===== src/rtl/seg7_apb_mux_ctrl.sv =====
// APB3 slave driving a time-multiplexed, common-anode 7-segment display bank.
// Register file, PWM-dimmed scan engine and registered, glitch-free pin drivers.
module seg7_apb_mux_ctrl #(
  parameter int N_DIGITS    = 8,
  parameter int REFRESH_DIV = 1024
) (
  input  logic                pclk_i,
  input  logic                preset_i,
  input  logic [31:0]         paddr_i,
  input  logic                psel_i,
  input  logic                penable_i,
  input  logic                pwrite_i,
  input  logic [31:0]         pwdata_i,
  input  logic [3:0]          pstrb_i,
  output logic                pready_o,
  output logic [31:0]         prdata_o,
  output logic                pslverr_o,
  output logic [6:0]          seg_o,
  output logic                dp_o,
  output logic [N_DIGITS-1:0] an_o
);

  localparam int CW   = $clog2(REFRESH_DIV);
  localparam int STEP = REFRESH_DIV / 16;

  localparam logic [CW-1:0] CNT_LAST = CW'(REFRESH_DIV - 1);
  localparam logic [2:0]    IDX_LAST = 3'(N_DIGITS - 1);

  localparam logic [2:0] A_DIGITS = 3'd0;
  localparam logic [2:0] A_CTRL   = 3'd1;
  localparam logic [2:0] A_DPMASK = 3'd2;
  localparam logic [2:0] A_BLANK  = 3'd3;
  localparam logic [2:0] A_STATUS = 3'd4;

  // Architectural registers
  logic [4*N_DIGITS-1:0] r_digits;
  logic                  r_en;
  logic [3:0]            r_bright;
  logic [N_DIGITS-1:0]   r_dpmask;
  logic [N_DIGITS-1:0]   r_blank;

  // Scan engine and registered pin drivers
  logic [CW-1:0]         r_cnt;
  logic [2:0]            r_idx;
  logic [N_DIGITS-1:0]   r_an;
  logic [6:0]            r_seg;
  logic                  r_dp;

  // APB decode
  logic        w_access;
  logic [4:0]  w_addr;
  logic        w_err;
  logic        w_wr;
  logic        w_rd;
  logic        w_wr_digits;
  logic        w_wr_ctrl;
  logic        w_wr_dpmask;
  logic        w_wr_blank;
  logic [31:0] w_reg_img;
  logic [31:0] w_wdata;
  logic        w_en_next;

  // Display datapath
  logic [31:0] w_digits32;
  logic [7:0]  w_dp8;
  logic [7:0]  w_blank8;
  logic [7:0]  w_onehot;
  logic [3:0]  w_digit;
  logic [CW:0] w_thresh;
  logic        w_lit;
  logic        w_unused;

  function automatic logic [6:0] hex7(input logic [3:0] v);
    case (v)
      4'h0: hex7 = 7'h40;  4'h1: hex7 = 7'h79;  4'h2: hex7 = 7'h24;  4'h3: hex7 = 7'h30;
      4'h4: hex7 = 7'h19;  4'h5: hex7 = 7'h12;  4'h6: hex7 = 7'h02;  4'h7: hex7 = 7'h78;
      4'h8: hex7 = 7'h00;  4'h9: hex7 = 7'h10;  4'hA: hex7 = 7'h08;  4'hB: hex7 = 7'h03;
      4'hC: hex7 = 7'h46;  4'hD: hex7 = 7'h21;  4'hE: hex7 = 7'h06;  default: hex7 = 7'h0E;
    endcase
  endfunction

  assign w_unused = &{1'b0, paddr_i[31:5]};

  assign w_access = psel_i & penable_i;
  assign w_addr   = paddr_i[4:0];
  assign w_err    = w_access & ((w_addr[1:0] != 2'b00) || (w_addr > 5'h10) ||
                                (pwrite_i && (w_addr == 5'h10)));
  assign w_wr     = w_access & pwrite_i & ~w_err;
  assign w_rd     = w_access & ~pwrite_i & ~w_err;

  assign w_wr_digits = w_wr && (w_addr[4:2] == A_DIGITS);
  assign w_wr_ctrl   = w_wr && (w_addr[4:2] == A_CTRL);
  assign w_wr_dpmask = w_wr && (w_addr[4:2] == A_DPMASK);
  assign w_wr_blank  = w_wr && (w_addr[4:2] == A_BLANK);

  assign w_digits32 = 32'(r_digits);
  assign w_dp8      = 8'(r_dpmask);
  assign w_blank8   = 8'(r_blank);

  // NOTE: every always_comb output gets a default first so no path can infer a latch.
  always_comb begin
    w_reg_img = '0;
    case (w_addr[4:2])
      A_DIGITS: w_reg_img = w_digits32;
      A_CTRL:   w_reg_img = {20'd0, r_bright, 7'd0, r_en};
      A_DPMASK: w_reg_img = 32'(r_dpmask);
      A_BLANK:  w_reg_img = 32'(r_blank);
      A_STATUS: w_reg_img = {23'd0, r_en, 5'd0, r_idx};
      default:  w_reg_img = '0;
    endcase
  end

  // Byte lanes not strobed keep the register's current contents.
  always_comb begin
    w_wdata = w_reg_img;
    for (int b = 0; b < 4; b++) begin
      if (pstrb_i[b]) w_wdata[b*8 +: 8] = pwdata_i[b*8 +: 8];
    end
  end

  assign w_en_next = w_wr_ctrl ? w_wdata[0] : r_en;

  assign pready_o  = 1'b1;
  assign pslverr_o = w_err;
  assign prdata_o  = w_rd ? w_reg_img : 32'd0;

  // NOTE: clocked state uses non-blocking assignments so every flop samples pre-edge values.
  always_ff @(posedge pclk_i) begin
    if (preset_i) begin
      r_digits <= '0;
      r_en     <= 1'b0;
      r_bright <= 4'hF;
      r_dpmask <= '0;
      r_blank  <= '0;
    end else begin
      if (w_wr_digits) r_digits <= w_wdata[4*N_DIGITS-1:0];
      if (w_wr_ctrl) begin
        r_en     <= w_wdata[0];
        r_bright <= w_wdata[11:8];
      end
      if (w_wr_dpmask) r_dpmask <= w_wdata[N_DIGITS-1:0];
      if (w_wr_blank)  r_blank  <= w_wdata[N_DIGITS-1:0];
    end
  end

  // A disabling write on the terminal edge must clear, not advance, the scan.
  always_ff @(posedge pclk_i) begin
    if (preset_i || !w_en_next) begin
      r_cnt <= '0;
      r_idx <= '0;
    end else if (r_en) begin
      if (r_cnt == CNT_LAST) begin
        r_cnt <= '0;
        r_idx <= (r_idx == IDX_LAST) ? 3'd0 : r_idx + 3'd1;
      end else begin
        r_cnt <= r_cnt + 1'b1;
      end
    end
  end

  assign w_thresh = (CW+1)'((32'(r_bright) + 32'd1) * 32'(STEP));
  assign w_lit    = r_en && ({1'b0, r_cnt} < w_thresh) && !w_blank8[r_idx];
  assign w_onehot = 8'd1 << r_idx;
  assign w_digit  = w_digits32[{r_idx, 2'b00} +: 4];

  // Anodes and segments share one register stage so they switch on the same edge.
  always_ff @(posedge pclk_i) begin
    if (preset_i) begin
      r_an  <= '1;
      r_seg <= 7'h7F;
      r_dp  <= 1'b1;
    end else if (w_lit) begin
      r_an  <= ~w_onehot[N_DIGITS-1:0];
      r_seg <= hex7(w_digit);
      r_dp  <= ~w_dp8[r_idx];
    end else begin
      r_an  <= '1;
      r_seg <= 7'h7F;
      r_dp  <= 1'b1;
    end
  end

  assign an_o  = r_an;
  assign seg_o = r_seg;
  assign dp_o  = r_dp;

endmodule


===== config.mk =====
export PLATFORM = sky130hd
export DESIGN_NAME = seg7_apb_mux_ctrl
export DESIGN_NICKNAME = d
export VERILOG_FILES = /design/src/rtl/seg7_apb_mux_ctrl.sv
export SDC_FILE = /design/constraint.sdc
export NUM_CORES = 1
export LEC_CHECK = 0
export BUFFER_PORTS_ARGS = -buffer_cell sky130_fd_sc_hd__buf_2
export CAP_MARGIN = 20
export CORE_ASPECT_RATIO = 1.2
export CORE_UTILIZATION = 25
export DETAILED_ROUTE_END_ITERATION = 6
export PLACE_DENSITY = 0.43
export SYNTH_ARGS = -nofsm -noshare
export SYNTH_HDL_FRONTEND = slang
export SYNTH_SLANG_ARGS = --single-unit

===== constraint.sdc =====
create_clock -name pclk_i -period 2.3 [get_ports pclk_i]
set_clock_uncertainty 0.05 [all_clocks]
set_input_delay 0.46 -clock pclk_i [delete_from_list [all_inputs] [get_ports pclk_i]]
set_output_delay 0.46 -clock pclk_i [all_outputs]
set_load 0.005 [all_outputs]

==> results.toml <==
[outcome]
status = "finished, final reports clean"

[die]
die_width_um = 122.7
core-area_um2 = 16980
die_h_um = 146.9
die_area_um2 = 18030
fp-row-count = 52
start_util = 0.2575
io_pins = 123

[yosys]
syn_area_um2 = 4373
async_flop_share = 0
synthCells = 517
synth-seq-cells = 82
ys_warn_count = 0
synth_cell_types = 49
avgSynthCellArea_um2 = 8.458
ys.flop_type = "dfxtp_1"
seq_area_frac_synth = 0.3754
syn_nets = 607
synth_edf_count = 0

[detailed_routing]
totalWireLength_um = 12970
routedWlPerCell_um = 15.52
ant_nets = 0
routedLengthMet1_um = 5702
wl_met3_um = 341
avgViaCountPerCell = 4.718
dr.pass1.iters = 4
drt_iter0_markers = 226
drc = 0
highest_layer = "met4"
met2_length_um = 6756
vias = 3944

[grt]
grt_util_all_layers = 0.1471
grt_max_degree = 39
antenna_found_initial = 0
grt_pass1_wl_um = 20410
grt-ovfl-total = 0
first_global_vias = 3841

[setup_path]
arrival_ns = 1.74
path_class = "in -> out"
r2r_setup_slack_ns = 0.15
critical_path_required_ns = 1.79
cp_max_fo = 10
reg2reg_depth = 10
critPathLaunchType = "primary input"
endpoint_kind = "output port"

[clocking]
cts_buffer_depth = 2
clock_sinks = 82
htree_levels = 3
numCtsBuffers = 9
clk_pin_slew_ns = 0.06
tritoncts = "yes"
cts-root-buf = "clkbuf_16"
hold_buffers = 0
clock_latency_ns = 0.33

[min_path]
hold_depth = 3
hp-class = "in -> reg"

[cells_and_area]
seq_area_um2 = 1645
final_common_cell = "buf_2"
drive_gt1_frac = 0.2855
synthToLayoutAreaGrowth_pct = 28.24
final_cell_area_um2 = 5608
stdcell_count = 836
multi_input_area_um2 = 2546
nets = 706
final_cell_mix = "94 x buf_2, 79 x dfxtp_1, 67 x nand2_1, 51 x nor2_1, 46 x nand3_1"
diodes = 0
nFillCells = 1822

[sta]
finalCritPeriodShare = 0.9790
setup_tns_ns = 0
final-hold-violation-count = 0
setup_viol = 0
hold_ws_ns = 0.3289
slew_viol_final = 0
slew_headroom = 0.6230
clock.fmax_ghz = 0.4441
tightest_slew_ns = 0.5607
period_minus_slack_ns = 2.252

[place]
dp_cells = 817
place_area_um2 = 5218
dpl.hpwl_um = 9840
portBuffers = 94
gp_congestion = 0.7929

[power_and_ir_drop]
p_leak_uw = 0.002257
power_uw = 3155
cellPowerDensity_nw_per_um2 = 562.5
peakVddDrop_mv = 0.3051

[job]
max_cap_viol_count = 0
final cells by class:
cell class              count  area share
clock buffers              13     0.04641
clock inverters             2     0.01071
inverters                  13    0.008701
multi-input cells         384      0.4540
flip-flops and latches     82      0.2934
well taps                 216     0.04819
repair buffers            126      0.1386
worst max-delay path: stages:
cell     delay (ns)
buf_2          0.13
o31ai_4        0.27
nand3_2        0.14
nor4_4         0.13
buf_4          0.18
buf_6          0.14
and2_1         0.16
buf_2          0.12
metrics by stage:
| step | utilization | worst slack, ns |
|---|---|---|
| CTS | 0.3261 | 0.03026 |
| global placement | 0.3073 | 0.06243 |
| floorplan | - | 0.007437 |
| global route | 0.3302 | -0.01802 |
| detailed placement | 0.3073 | 0.03569 |
| finish | 0.3302 | 0.04840 |
registers in the layout, indices dropped and copies added, names as in the netlist:
| name | cells |
|---|---|
| an_o | 8 |
| dp_o | 1 |
| r_blank | 8 |
| r_bright | 4 |
| r_cnt | 10 |
| r_digits | 32 |
| r_dpmask | 8 |
| r_en | 1 |
| r_idx | 3 |
| seg_o | 7 |
Yosys cell counts, types with 2 or more instances:
master    count  area, um^2
nand3_1      47       235.2
buf_4         5       37.54
nor2_1       52       195.2
mux4_2       12       270.3
nor4_1        2       12.51
and3_1        4       25.02
o31ai_1       6       45.04
inv_1        12       45.04
clkbuf_1     19       71.32
xor2_1        6       52.55
a211oi_1      3       22.52
mux2i_1      16       160.2
ha_1         17       212.7
buf_2        11       55.05
buf_1         3       11.26
o211ai_1      3       22.52
nor3_1       23       115.1
a22oi_1       7       52.55
o21ai_0      19       95.09
nand2_1      67       251.5
dfxtp_1      82        1642
a21oi_1      30       150.1
o311ai_0      2       17.52
nand4_1       4       25.02
and2_1       22       137.6
o21a_1        2       15.01
xnor2_1       4       35.03
nor2b_1       2       12.51
o221ai_1      4       35.03
mux2_2       12       135.1
power by group:
group | switching (uW) | internal (uW)
registers | 1.93 | 1420
logic | 107 | 69.8
clock network | 549 | 1010
total | 657 | 2500
layer usage:
metal  vias to the layer above  global-route usage
li1                       2012                   -
met1                      1859              0.1804
met2                        61              0.2615
met3                        12             0.02368
met4                         0             0.04024
met5                         -                   0
logic make-up (layout without fill, tap and decap cells):
family | after synthesis | after routing | share of synthesized area
simple gates | 231 | 231 | 0.2489
mux | 41 | 41 | 0.1345
buf+inv | 51 | 154 | 0.05121
fa+ha+maj | 17 | 17 | 0.04864
other cells | 1 | 1 | 0.0008575
flops | 82 | 82 | 0.3754
xor+xnor | 10 | 10 | 0.02003
compound gates | 84 | 84 | 0.1205
final timing paths:
| kind | from | end |
|---|---|---|
| max | paddr_i[2] | prdata_o[12] |
| min | pwdata_i[14] | r_digits[14] |
| max reg2reg | r_bright[0] | seg_o[3] |
| min reg2reg | r_digits[23] | r_digits[23] |
what timing repair did:
action / CTS / global route
setup buffers: 0 / 3
gates resized for setup: 0 / 19
hold endpoints to repair: 0 / 0
setup endpoints to repair: 0 / 25
Note: power is estimated with default switching activity, not from simulation.
